File: config.mk
export PLATFORM = sky130hd
export DESIGN_NAME = jtframe_rst_seq
export DESIGN_NICKNAME = d
export VERILOG_FILES = /design/src/rtl/jtframe_rst_seq.sv
export SDC_FILE = /design/constraint.sdc
export NUM_CORES = 1
export LEC_CHECK = 0
export CAP_MARGIN = 30
export CORE_MARGIN = 1
export CORE_UTILIZATION = 60
export CTS_BUF_LIST = sky130_fd_sc_hd__clkbuf_4
export CTS_CLUSTER_SIZE = 12
export DETAILED_ROUTE_END_ITERATION = 6
export PLACE_DENSITY = 0.88
export RECOVER_POWER = 25
export SYNTH_ARGS = -nofsm -noshare
export SYNTH_HDL_FRONTEND = slang
export SYNTH_SLANG_ARGS = --single-unit
export TNS_END_PERCENT = 5
File: constraint.sdc
create_clock -name clk -period 4.2 [get_ports clk]
set_input_delay 0.42 -clock clk [delete_from_list [all_inputs] [get_ports clk]]
set_output_delay 0.42 -clock clk [all_outputs]
set_load 0.02 [all_outputs]
File: src/rtl/jtframe_rst_seq.sv
// Reset sequencer: PLL lock filter -> SDRAM init/download wait -> fixed game reset hold -> run.
// All outputs registered; lock loss, download and soft reset re-enter the sequence.
module jtframe_rst_seq #(
  parameter int LOCK_CYC = 1024,
  parameter int HOLD_CYC = 4096,
  parameter int CW       = 16
) (
  input  logic       clk,
  input  logic       rst,
  input  logic       pll_locked,
  input  logic       sdram_init,
  input  logic       dwnld,
  input  logic       soft_rst,
  output logic       game_rst,
  output logic       sdram_rst,
  output logic       boot_done,
  output logic [1:0] st
);

  localparam logic [1:0] S_LOCK  = 2'd0;
  localparam logic [1:0] S_SDRAM = 2'd1;
  localparam logic [1:0] S_HOLD  = 2'd2;
  localparam logic [1:0] S_RUN   = 2'd3;

  localparam logic [CW-1:0] LOCK_LAST = CW'(LOCK_CYC - 1);
  localparam logic [CW-1:0] HOLD_LAST = CW'(HOLD_CYC - 1);

  logic [1:0]    state_q, state_d;
  logic [CW-1:0] cnt_q, cnt_d;

  always_comb begin
    state_d = state_q;
    cnt_d   = cnt_q;
    // Lock loss outranks everything once past the lock filter
    if (state_q != S_LOCK && !pll_locked) begin
      state_d = S_LOCK;
      cnt_d   = '0;
    end else begin
      case (state_q)
        S_LOCK: begin
          if (!pll_locked) begin
            cnt_d = '0;
          end else if (cnt_q == LOCK_LAST) begin
            state_d = S_SDRAM;
            cnt_d   = '0;
          end else begin
            cnt_d = cnt_q + CW'(1);
          end
        end
        S_SDRAM: begin
          cnt_d = '0;
          if (!sdram_init && !dwnld) state_d = S_HOLD;
        end
        S_HOLD: begin
          if (dwnld) begin
            state_d = S_SDRAM;
            cnt_d   = '0;
          end else if (soft_rst) begin
            cnt_d = '0;
          end else if (cnt_q == HOLD_LAST) begin
            state_d = S_RUN;
            cnt_d   = '0;
          end else begin
            cnt_d = cnt_q + CW'(1);
          end
        end
        S_RUN: begin
          cnt_d = '0;
          if (dwnld) begin
            state_d = S_SDRAM;
          end else if (soft_rst) begin
            state_d = S_HOLD;
          end
        end
        default: begin
          state_d = S_LOCK;
          cnt_d   = '0;
        end
      endcase
    end
  end

  always_ff @(posedge clk) begin
    if (rst) begin
      state_q   <= S_LOCK;
      cnt_q     <= '0;
      game_rst  <= 1'b1;
      sdram_rst <= 1'b1;
      boot_done <= 1'b0;
    end else begin
      state_q   <= state_d;
      cnt_q     <= cnt_d;
      game_rst  <= (state_d != S_RUN);
      sdram_rst <= (state_d == S_LOCK);
      boot_done <= (state_q == S_HOLD) && (state_d == S_RUN);
    end
  end

  assign st = state_q;

endmodule
; Word-level counts from Yosys, hierarchy flattened
; Index checks and enable logic that the tools add are counted.
[word_totals]
ff_bits = 21
inputBits = 6
out_inout_bits = 5
wordCells = 40
[classes]
addsub = 1
n_eq_ne = 7
mux = 16
n_reduce_logical = 11
[ops]
columns = operator, count
row1 = $mux W16, 5
row2 = $pmux W16 S3, 1
row3 = $mux W2, 9
row4 = $add A16 B1 Y16 const B, 1
row5 = $eq A16 B10 Y1 const B, 1
row6 = $eq A16 B12 Y1 const B, 1
row7 = $pmux W2 S4, 1
row8 = $eq A2 B2 Y1 const B, 3
row9 = $logic_not A2 Y1, 2
row10 = $reduce_or A2 Y1, 2
row11 = $logic_and A1 B1 Y1, 3
row12 = $logic_not A1 Y1, 3
row13 = $eq A2 B1 Y1 const B, 1
row14 = $ne A2 B2 Y1 const B, 1
row15 = $reduce_bool A2 Y1, 1

; Logic depth before layout (Yosys ltp)
[logic_depth]
word_depth = 8
depth_mapped = 6

; Least setup slack after synthesis
; Ideal clock, no wire load.
[synth_timing]
path_kind = flip-flop to flip-flop
start = register state_q[1], in the netlist st[1]
end = register cnt_q[11]
setup_time_ns = 0.064
arrival_ns = 1.764
required_ns = 4.136
slack_ns = 2.373
stages_incl_launch_ff = 6
period_less_slack_ns = 1.827
path_cell_list = dfxtp_1 > or3b_1 > or3_1 > o22a_2 > buf_6 > nor2_1
[synth_between]
elab_chain_len = 3
elab_cells_between_ends = 9
cone_classes = 3 x eq/ne / 1 x mux / 5 x reduce/logical
[synth_lines]
columns = item, line_no
row1 = from (decl), 28  ; logic [1:0] state_q, state_d;
row2 = from (signal assigned), 91  ; state_q <= state_d;
row3 = $eq A2 B2 Y1 (tied with other cells), 39  ; case (state_q)
row4 = $reduce_or A2 Y1 (no line) / $logic_and A1 B1 Y1 (equally long branches), -
row5 = $pmux W16 S3 / $reduce_or A2 Y1 (equally long branches), -
row6 = to (signal assigned), 92  ; cnt_q <= cnt_d;
row7 = to (decl), 29  ; logic [CW-1:0] cnt_q, cnt_d;
; Parallel ways exist; a longest one is shown, timed or not.
; A chain may end at the register's enable or synchronous reset.

; Final worst setup path
[layout_timing]
start = register cnt_q[0]
end = register cnt_q[12]
[layout_between]
elab_chain_len = 5
elab_cells_between_ends = 9
cone_classes = 1 x add/sub / 2 x eq/ne / 6 x mux
[layout_lines]
columns = item, line_no
row1 = $add A16 B1 Y16 / $eq A16 B12 Y1 (equally long branches), "47, 64, 60"
row2 = $mux W16, 60  ; end else if (cnt_q == HOLD_LAST) begin
row3 = $mux W16, 58  ; end else if (soft_rst) begin
row4 = $mux W16, 55  ; if (dwnld) begin
row5 = $pmux W16 S3 (*), 39
; Mark *: on every way between the ends. The rest lies on a longest branch, timed or not.

==> impl_metrics.json <==
{
  "groute.usage.overall": 0.262,
  "dp.cells": 125,
  "reg2reg_slack_ns": 2.07,
  "critPathArrivalTime_ns": 2.32,
  "cts_buffer_depth": 2,
  "hold_path_class": "register to register",
  "dr_total_vias": 773,
  "post_cts_hold_buffer_count": 0,
  "max-cap-violations": 0,
  "whs_ns": 0.480,
  "path_buf_inv": 0,
  "routabilityCongestion": 0.739,
  "period_needed_ns": 2.13,
  "fin_nets": 122,
  "drt_iter0_markers": 38,
  "synth_cell_types": 25,
  "fin_tns_setup_ns": 0,
  "r2r-end": "cnt_q[12]",
  "max_stage_delay_ns": 0.64,
  "finalSetupViolCount": 0,
  "rows": 13,
  "worstPathRequired_ns": 4.39,
  "grt-ovfl-total": 0,
  "yosys_warnings": 0,
  "synthCells": 101,
  "nFillCells": 98,
  "min_from": "cnt_q[0]",
  "power_frac_comb": 0.035,
  "grt_pass1_wl_um": 2800,
  "ys_ff_latch": 21,
  "slowest_stage": "nor4_1",
  "powerDensity_mw_per_mm2": 293,
  "syn_avg_cell_area_um2": 9.02,
  "yosysSeqAreaShare": 0.462,
  "core_area_mm2": 0.00135,
  "drc_errors": 0,
  "syn_nets": 108,
  "via_per_inst": 5.99,
  "cts_root_buf": "clkbuf_4",
  "mostFrequentLayoutCell": "dfxtp_1",
  "p_clk_frac": 0.306,
  "clk_latency_ns": 0.31,
  "pwr-share-seq": 0.659,
  "whs_path_depth": 1,
  "fmax_mhz": 470,
  "async_flop_share": 0,
  "critPathKind": "register to register",
  "area_growth_syn_to_layout_pct": 14.1,
  "synth_edf_count": 0,
  "stdcell_area_mm2": 0.00104,
  "fin_cells": 129,
  "most-common-layout-cells": "dfxtp_1 (21), nor2_1 (20), xnor2_1 (13)",
  "clkTransAtPathRegs_ns": 0.10,
  "dpl_cell_area_mm2": 0.00102,
  "ant_nets": 0,
  "peakVddDrop_uv": 207,
  "clock_sinks": 21,
  "cts_buffers": 3,
  "ios": 11,
  "ys.flop_type": "dfxtp_1",
  "die_w_um": 41.0,
  "layout-drive-gt1-share": 0.0526,
  "initial_core_util": 0.675,
  "dp_hpwl_um": 1350,
  "crit_path_max_fanout": 16,
  "finClkSkew_ns": 0.00876,
  "drtPass1Iterations": 4,
  "outcome": "finished, final reports clean",
  "die-area_mm2": 0.00168,
  "cts_tree": "yes",
  "cts_resized": 0,
  "grt_pass1_vias": 678,
  "cp_cell_sequence": "ha_1 -> nand3_1 -> nor4_1 -> o22a_2 -> nor2_1",
  "leakagePower_nw": 0.312,
  "cts_setup_buffers": 0,
  "die_y_um": 41.0,
  "crit_path_start_kind": "register",
  "cp-end-kind": "register",
  "antenna_found_initial": 0,
  "rsz0062_at_grt": "no",
  "p_sw_w": 0.0000635,
  "hold_viol_final": 0,
  "drv_slew": 0,
  "rr_worst_depth": 5,
  "intPower_w": 0.000241,
  "timing.rr.start": "cnt_q[0]",
  "totalWireLength_um": 1820,
  "cts_max_level": 1,
  "fin_crit_sh": 0.506,
  "routedWlPerCell_um": 14.1,
  "grt_max_degree": 17,
  "switching_share": 0.208,
  "critPathTopFamily": "simple AND/OR/NAND/NOR gates",
  "tightest_slew_ns": 0.629,
  "max-slew-margin-rel": 0.575,
  "n_antenna_cell": 0,
  "io_buffer_count": 10,
  "min_to": "cnt_q[0]",
  "synth_area_um2": 911
}
==> metrics by stage <==
step                 util  setup WS [ns]  total power (W)
floorplan               -           2.37         0.000210
global placement    0.754           2.02         0.000216
detailed placement  0.754           1.93         0.000216
CTS                 0.775           2.24         0.000307
global route        0.770           1.96         0.000316
finish              0.770           2.07         0.000305
==> cell type report <==
type | instances | area (µm²) | area share
Multi-Input combinational cell | 74 | 454 | 0.437
Inverter | 5 | 18.8 | 0.0181
Clock inverter | 1 | 5.00 | 0.00481
Tap cell | 15 | 18.8 | 0.0181
Clock buffer | 3 | 22.5 | 0.0217
Timing Repair Buffer | 10 | 100 | 0.0963
Sequential cell | 21 | 420 | 0.404
==> state kept, by name, indices dropped and copies added, names as in the netlist <==
signal     count
cnt_q         16
st             2
boot_done      1
game_rst       1
sdram_rst      1
==> worst max-delay path by stage <==
| stage | to | startpoint | slack [ns] | cells after the start |
|---|---|---|---|---|
| after detailed placement | cnt_q[12] | dwnld | 1.93 | 5 |
| final | cnt_q[12] | cnt_q[0] | 2.07 | 5 |
| after global placement | cnt_q[2] | dwnld | 2.02 | 5 |
| after CTS | cnt_q[12] | cnt_q[0] | 2.24 | 5 |
| after floorplan | cnt_q[11] | st[1] | 2.37 | 5 |
| after global routing | cnt_q[15] | cnt_q[0] | 1.96 | 5 |
==> per-layer routing <==
metal  global-route usage  routed length [µm]  part of all wire  vias to the layer above
met3                0.114                  96             0.053                        8
met1                0.301                 832              0.46                      356
li1                     -                   -                 -                      384
met5                    0                   0                 0                        -
met4                0.158                  59             0.032                        0
met2                0.395                 829              0.46                       25
==> cells in the mapped netlist (2+ instances only) <==
cell      n  area (µm²)
dfxtp_1  21         420
nor2_1   20        75.1
xnor2_1  13         114
nor3_1    6        30.0
inv_1     5        18.8
nand3_1   5        25.0
nor4_1    5        31.3
nand4_1   4        25.0
nand2_1   3        11.3
a21oi_1   2        10.0
nor4_2    2        25.0
or3_1     2        12.5
==> power groups by stage <==
stage	Sequential (W)	Combinational (W)	Clock, W
2_1_floorplan	0.000205	0.00000527	0
6_report	0.000201	0.0000106	0.0000934
4_1_cts	0.000201	0.0000108	0.0000955
3_3_place_gp	0.000205	0.0000105	0
3_5_place_dp	0.000205	0.0000108	0
5_1_grt	0.000201	0.0000117	0.000103
==> logic make-up after synthesis <==
group / count (synthesis) / share of synthesized area
AO/OA/AOI/OAI: 5 / 0.0371
XOR/XNOR: 14 / 0.135
adder cells (fa/ha/maj): 1 / 0.0137
flip-flops: 21 / 0.462
buffers and inverters: 6 / 0.0330
AND/OR/NAND/NOR: 54 / 0.320
Note: power is estimated with default switching activity, not from simulation.
